--- src/rtl/lsu_pkg.sv ---
// Shared types and constants for the load/store unit.
package lsu_pkg;

    typedef enum logic [1:0] {
        SZ_BYTE    = 2'd0,
        SZ_HALF    = 2'd1,
        SZ_WORD    = 2'd2,
        SZ_ILLEGAL = 2'd3
    } lsu_size_e;

    typedef enum logic [2:0] {
        ST_IDLE  = 3'd0,
        ST_READ  = 3'd1,
        ST_DATA  = 3'd2,
        ST_WRITE = 3'd3,
        ST_RESP  = 3'd4
    } lsu_state_e;

    localparam int WORD_BYTES = 4;

endpackage

--- src/rtl/lsu_lane_mux.sv ---
// Byte/half lane extraction with sign/zero extension for loads, and lane
// merge of new store data into an existing word for sub-word stores.
module lsu_lane_mux
    import lsu_pkg::*;
(
    input  logic [31:0] word,
    input  lsu_size_e   size,
    input  logic [1:0]  lane,
    input  logic        is_unsigned,
    input  logic [31:0] new_data,
    output logic [31:0] load_data,
    output logic [31:0] merged
);

    logic [7:0]  byte_sel;
    logic [15:0] half_sel;

    assign byte_sel = word[{lane, 3'b000} +: 8];
    assign half_sel = word[{lane[1], 4'b0000} +: 16];

    always_comb begin
        load_data = word;
        merged    = new_data;
        case (size)
            SZ_BYTE: begin
                load_data = {{24{~is_unsigned & byte_sel[7]}}, byte_sel};
                merged    = word;
                merged[{lane, 3'b000} +: 8] = new_data[7:0];
            end
            SZ_HALF: begin
                load_data = {{16{~is_unsigned & half_sel[15]}}, half_sel};
                merged    = word;
                merged[{lane[1], 4'b0000} +: 16] = new_data[15:0];
            end
            default: begin
                load_data = word;
                merged    = new_data;
            end
        endcase
    end

endmodule

--- src/rtl/load_store_unit.sv ---
// Byte-addressed load/store front end for a word-addressed memory: fault
// screening, read-modify-write for sub-word stores, extended loads.
//
// state | meaning
// IDLE  | ready for a request
// READ  | memory read issued (loads and sub-word stores)
// DATA  | read data returned; extract load lane or merge store lane
// WRITE | memory write issued
// RESP  | response held until resp_ready
module load_store_unit
    import lsu_pkg::*;
#(
    parameter int DEPTH = 8
) (
    input  logic        clk,
    input  logic        rst_n,
    input  logic        req_valid,
    output logic        req_ready,
    input  logic        req_write,
    input  logic [1:0]  req_size,
    input  logic        req_unsigned,
    input  logic [31:0] req_addr,
    input  logic [31:0] req_wdata,
    output logic        resp_valid,
    input  logic        resp_ready,
    output logic [31:0] resp_rdata,
    output logic        resp_fault,
    output logic        mem_read_en,
    output logic [31:0] mem_read_addr,
    input  logic [31:0] mem_read_data,
    output logic        mem_write_en,
    output logic [31:0] mem_write_addr,
    output logic [31:0] mem_write_data
);

    localparam logic [29:0] DEPTH_W = 30'(DEPTH);

    lsu_state_e  state_q, state_d;
    logic        wr_q;
    lsu_size_e   size_q;
    logic        uns_q;
    logic [31:0] addr_q;
    logic [31:0] wdata_q;
    logic        fault_q;
    logic [31:0] rdata_q;

    lsu_size_e   size_in;
    logic        accept;
    logic        req_fault;
    logic        req_word_store;
    logic [31:0] lane_load;
    logic [31:0] lane_merged;

    assign size_in        = lsu_size_e'(req_size);
    assign accept         = req_valid && (state_q == ST_IDLE);
    assign req_word_store = req_write && (size_in == SZ_WORD);
    assign req_fault      = (size_in == SZ_ILLEGAL)
                         || ((size_in == SZ_HALF) && req_addr[0])
                         || ((size_in == SZ_WORD) && (req_addr[1:0] != 2'b00))
                         || (req_addr[31:2] >= DEPTH_W);

    always_ff @(posedge clk or negedge rst_n) begin
        if (!rst_n) state_q <= ST_IDLE;
        else        state_q <= state_d;
    end

    always_comb begin
        state_d = state_q;
        case (state_q)
            ST_IDLE: begin
                if (req_valid) begin
                    if (req_fault)           state_d = ST_RESP;
                    else if (req_word_store) state_d = ST_WRITE;
                    else                     state_d = ST_READ;
                end
            end
            ST_READ:  state_d = ST_DATA;
            ST_DATA:  state_d = wr_q ? ST_WRITE : ST_RESP;
            ST_WRITE: state_d = ST_RESP;
            ST_RESP:  if (resp_ready) state_d = ST_IDLE;
            default:  state_d = ST_IDLE;
        endcase
    end

    lsu_lane_mux u_lane_mux (
        .word        (mem_read_data),
        .size        (size_q),
        .lane        (addr_q[1:0]),
        .is_unsigned (uns_q),
        .new_data    (wdata_q),
        .load_data   (lane_load),
        .merged      (lane_merged)
    );

    // Memory addresses only move when the matching access is about to
    // start, so they hold their last value while the enables are low.
    always_ff @(posedge clk or negedge rst_n) begin
        if (!rst_n) begin
            wr_q           <= 1'b0;
            size_q         <= SZ_BYTE;
            uns_q          <= 1'b0;
            addr_q         <= '0;
            wdata_q        <= '0;
            fault_q        <= 1'b0;
            rdata_q        <= '0;
            mem_read_addr  <= '0;
            mem_write_addr <= '0;
            mem_write_data <= '0;
        end else if (accept) begin
            wr_q    <= req_write;
            size_q  <= size_in;
            uns_q   <= req_unsigned;
            addr_q  <= req_addr;
            wdata_q <= req_wdata;
            fault_q <= req_fault;
            rdata_q <= '0;
            if (!req_fault) begin
                if (req_word_store) begin
                    mem_write_addr <= {2'b00, req_addr[31:2]};
                    mem_write_data <= req_wdata;
                end else begin
                    mem_read_addr  <= {2'b00, req_addr[31:2]};
                end
            end
        end else if (state_q == ST_DATA) begin
            if (wr_q) begin
                mem_write_addr <= {2'b00, addr_q[31:2]};
                mem_write_data <= lane_merged;
            end else begin
                rdata_q <= lane_load;
            end
        end
    end

    assign req_ready    = (state_q == ST_IDLE);
    assign resp_valid   = (state_q == ST_RESP);
    assign resp_rdata   = resp_valid ? rdata_q : '0;
    assign resp_fault   = resp_valid && fault_q;
    assign mem_read_en  = (state_q == ST_READ);
    assign mem_write_en = (state_q == ST_WRITE);

endmodule
--- config.mk ---
export PLATFORM = sky130hd
export DESIGN_NAME = load_store_unit
export DESIGN_NICKNAME = d
export VERILOG_FILES = /design/src/rtl/lsu_pkg.sv /design/src/rtl/lsu_lane_mux.sv /design/src/rtl/load_store_unit.sv
export SDC_FILE = /design/constraint.sdc
export NUM_CORES = 1
export LEC_CHECK = 0
export CAP_MARGIN = 10
export CORE_MARGIN = 5
export CORE_UTILIZATION = 44
export CTS_CLUSTER_DIAMETER = 120
export CTS_CLUSTER_SIZE = 8
export DETAILED_ROUTE_END_ITERATION = 8
export HOLD_SLACK_MARGIN = 0.02
export PLACE_DENSITY = 0.7
export SLEW_MARGIN = 20
export SYNTH_ARGS = -nofsm -noshare
export SYNTH_HDL_FRONTEND = slang
export SYNTH_SLANG_ARGS = --single-unit
--- constraint.sdc ---
create_clock -name clk -period 5 [get_ports clk]
set_input_delay 1 -clock clk [delete_from_list [all_inputs] [get_ports clk]]
set_output_delay 1 -clock clk [all_outputs]
set_load 0.01 [all_outputs]
Yosys cells after proc, flatten, opt, wreduce, memory -nomap -nowiden
Index checks and enable logic that the tools add are counted.
{"block": "word_totals", "out_inout_bits": 133, "ram_bits": 0, "mem_bits_ro": 0, "reg_bits": 198, "wordCells": 79, "memories": 0, "latch_bits": 0}
{"block": "op_classes", "magnitude_cmp": 1, "mux": 24, "bitwise": 5, "n_shift": 6, "div": 0, "addsub": 2, "mul": 0, "eq_ne": 13, "n_reduce_logical": 17}
{"op": "$mux 32", "n": 14}
{"op": "$pmux 32 s2", "n": 2}
{"op": "$bwmux 32", "n": 2}
{"op": "$shift 16x7->32 const A", "n": 1}
{"op": "$shift 8x7->32 const A", "n": 1}
{"op": "$shiftx 16x7->32", "n": 1}
{"op": "$shiftx 32x6->16", "n": 1}
{"op": "$shiftx 32x6->8", "n": 1}
{"op": "$shiftx 8x7->32", "n": 1}
{"op": "$ge 30x4->1 const B", "n": 1}
{"op": "$pmux 3 s5", "n": 1}
{"op": "$neg 5->7", "n": 2}
{"op": "$mux 3", "n": 4}
{"op": "$eq 3x2->1 const B", "n": 2}
{"op": "$ne 2x1->1 const B", "n": 3}
{"op": "$reduce_bool 2->1", "n": 3}
{"op": "$logic_and 1x1->1", "n": 5}
{"op": "$eq 2x1->1 const B", "n": 2}
{"op": "$eq 2x2->1 const B", "n": 2}
{"op": "$ne 2x2->1 const B", "n": 2}
{"op": "$reduce_and 2->1", "n": 2}
{"op": "$reduce_and 4->1", "n": 1}
{"op": "$eq 3x1->1 const B", "n": 1}
{"op": "$eq 3x3->1 const B", "n": 1}
{"op": "7 further kinds", "n": 12}

Longest topological paths before layout
{"block": "logic_depth", "depth_word": 8, "mapped_depth": 9, "depth_no_buf": 7}

Modules after synthesis
From an unflattened synthesis, not the netlist that was laid out.
{"block": "unflattened", "cells_unflattened": 1050, "hier_area_um2": 9603.0}
{"module": "load_store_unit", "cells_each": 768, "area_per_inst_um2": 7873.8, "instances": 1}
{"module": "lsu_lane_mux", "cells_each": 282, "area_per_inst_um2": 1729.2, "instances": 1}

Worst setup path before layout
Ideal clock, no wire load.
{"block": "synth_timing", "path_type": "input-to-reg", "from": "in req_addr[5]", "to": "reg mem_read_addr[0]", "path_stages": 6, "setup_slack_ns": 2.361, "t_arrival_ns": 2.514, "required_time_ns": 4.875, "cell_sequence": "nor4b_1 > or4_4 > nor3_4 > and3_1 > buf_4 > mux2_2"}
{"block": "synth_via", "elab_chain_cells": 4}
{"item": "start: declaration", "line_no": "load_store_unit.sv:22", "rtl": "input logic [31:0] req_addr,"}
{"item": "$ge 30x4->1", "line_no": "load_store_unit.sv:60", "rtl": "|| (req_addr[31:2] >= DEPTH_W);"}
{"item": "$logic_or 1x1->1", "line_no": "load_store_unit.sv:60"}
{"item": "$not 1->1 (no line)"}
{"item": "$reduce_and 3->1 (no line)"}
{"item": "end signal: assignment", "line_no": "load_store_unit.sv:122", "rtl": "mem_read_addr <= {2'b00, req_addr[31:2]};"}
{"item": "end: declaration", "line_no": "load_store_unit.sv:29", "rtl": "output logic [31:0] mem_read_addr,"}
No other way between the ends.
A chain may end at the register's enable or synchronous reset.

Final worst setup path
{"block": "layout_timing", "from": "in req_addr[23]", "to": "reg mem_read_addr[2]"}
The elaborated chain is that of the path after synthesis.

==> metrics.yaml <==
die_h_um: 156.1
fin_nets: 1224
dp_hpwl_um: 19510
critPathLaunch: "req_addr[23]"
synth-edff-count: 0
arrival_ns: 3.68
via_count: 7546
final_cell_mix: "clkdlybuf4s50_1, nand2_1, dfrtp_1"
syn_area_per_cell_sq_um: 10.27
end_kind: "flip-flop"
synth_area_sq_um: 9397
status: "finished clean"
fin_tns_setup_ns: 0
pin_count: 237
wl_per_cell_um: 19.49
required_ns: 5.33
finalCritPeriodShare_pct: 67.11
fill_cells: 1817
start_util_pct: 44.70
ys_ff_latch: 196
core_area_sq_um: 21020
max-vdd-ir-drop_v: 0.0002904
cts_setup_buffers: 0
cts_made_buffers: 17
grt_max_degree: 108
syn2layout_area_growth_pct: 32.82
place_area_sq_um: 11870
synth_top_family_by_area: "simple AND/OR/NAND/NOR gates"
slew_headroom_pct: 24.63
gp_congestion: 0.8198
grt_usage_pct: 22.57
dieArea_sq_um: 24380
drc_errors: 0
clkTransAtPathRegs_ns: 0.07
grt_antenna_before_repair: 2
ys_seq_area_share_pct: 52.20
overflow: 0
clkSinkCount: 196
drtIter0Drc: 575
viasPerCell: 5.375
first_pass_iters: 5
synthXorXnorAreaFrac_pct: 0
start_kind: "input port"
drv_cap: 0
root_buffer: "clkbuf_16"
grt_pass1_wl_um: 42770
rsz0062_at_grt: "false"
min_path_type: "flip-flop to flip-flop"
row_count: 53
finClkSkew_ns: 0.009558
cts_buffer_depth: 2
synth_ff_type: "dfrtp_1"
power_leakage_nw: 5.984
layout-drive-gt1-share_pct: 10.90
async_flop_share_pct: 100.0
r2r-start: "addr_q[1]"
htree_levels: 4
ys_warn_count: 0
hold_violations: 0
finalSetupViolCount: 0
synth_simple_gate_area_share_pct: 18.28
timing.final.crit_period_ns: 3.356
wirelength_um: 27360
muxShareOfSynthArea_pct: 11.64
syn-instance-count: 915
crit_path_end: "mem_read_addr[2]"
timing.fmax_mhz: 298.0
cts_tree: "yes"
worstPathMaxFanout: 17
regToRegEndpoint: "mem_write_data[16]"
critPathKind: "input port to flip-flop"
numPortBuffers: 232
grt_pass1_vias: 7444
die_w_um: 156.1
worstMarginPinSlew_ns: 1.131
p_per_area_nw_per_um2: 321.6
layout_commonest_cell: "clkdlybuf4s50_1"
yosysUniqueCellTypes: 53
final_antenna_net_count: 0
reg2reg_slack_ns: 1.93
r2r_cells: 8
ctsResizeCount: 0
whs_ns: 0.4693
hold_buffers: 0
synth_adder_area_share_pct: 0.6658
synth-compound-area-share_pct: 12.53
final_cell_area_sq_um: 12480
insertion_delay_ns: 0.44
finalMaxSlewViolations: 0
cells by family after synthesis:
logic type | Yosys count
other cells | 1
mux | 95
fa+ha+maj | 5
flops | 196
buf+inv | 91
simple gates | 369
compound gates | 158
cell type report:
cell class | instances | area, sq um | area share (%)
clock inverter | 14 | 163.9 | 1.313
inverter | 25 | 93.84 | 0.7519
sequential | 196 | 4906 | 39.31
clock buffer | 18 | 439.2 | 3.519
antenna | 1 | 2.502 | 0.02005
timing repair buffer | 244 | 2441 | 19.56
multi-input combinational | 631 | 4090 | 32.77
tap | 275 | 344.1 | 2.757
per-layer routing:
metal	part of all wire, %	GRT usage [%]
met1	44	31.37
met2	45	34.26
met3	7.6	5.520
met4	3.0	8.884
met5	0.040	0
sequential cells by signal, summed over array words and instances (netlist names):
name,count
fault_q,1
size_q,2
mem_write_data,32
wdata_q,32
addr_q,32
mem_write_addr,30
mem_read_addr,30
uns_q,1
state_q,3
rdata_q,32
wr_q,1
cells in the mapped netlist (all sizes together) (2+ instances only):
cell type | count | area [sq um]
inv | 25 | 93.84
nor4bb | 2 | 20.02
a222oi | 8 | 80.08
a2111oi | 2 | 17.52
nor4 | 8 | 71.32
a221oi | 31 | 271.5
mux4 | 4 | 90.09
a211o | 16 | 140.1
a221o | 16 | 160.2
a31oi | 8 | 50.05
nand2 | 231 | 867.1
nor2 | 31 | 116.4
a21oi | 38 | 205.2
a22o | 7 | 61.31
mux2 | 59 | 683.2
o22ai | 8 | 50.05
nand2b | 5 | 31.28
dfrtp | 196 | 4905
mux2i | 32 | 320.3
nor3 | 7 | 51.30
and2 | 43 | 269.0
ha | 5 | 62.56
nor2b | 30 | 187.7
buf | 31 | 211.5
a21o | 5 | 37.54
o21ai | 16 | 80.08
nor3b | 3 | 38.79
clkbuf | 35 | 131.4
nand3b | 2 | 15.01
critical path: stages:
cell             delay (ns)
clkdlybuf4s50_1        0.41
nor4_1                 0.62
o211ai_1               0.27
nor3_4                 0.31
and3_1                 0.65
mux2_2                 0.41
through the flow:
stage	utilization (%)	cells	worst slack [ns]	total power (W)
final	59.37	1404	1.644	0.004014
after global routing	59.37	1404	1.519	0.004218
after CTS	59.33	1403	1.633	0.004032
after detailed placement	56.46	1371	1.180	0.002648
after global placement	56.46	1371	1.228	0.002632
after floorplan	-	918	2.361	0.002331
report_power, final:
group          internal, W  switching [W]
Sequential         0.00170       0.000119
Clock             0.000727       0.000663
Combinational     0.000340       0.000468
Total              0.00276        0.00125
worst min-delay path by stage:
stage          cells past startpoint          to       start
2_1_floorplan                      2  addr_q[10]  addr_q[10]
4_1_cts                            2  rdata_q[3]  rdata_q[3]
5_1_grt                            2  rdata_q[1]  rdata_q[1]
3_3_place_gp                       2  addr_q[10]  addr_q[10]
6_report                           2  rdata_q[1]  rdata_q[1]
3_5_place_dp                       2   addr_q[7]   addr_q[7]
No activity file was read; power rests on OpenSTA's default activity.
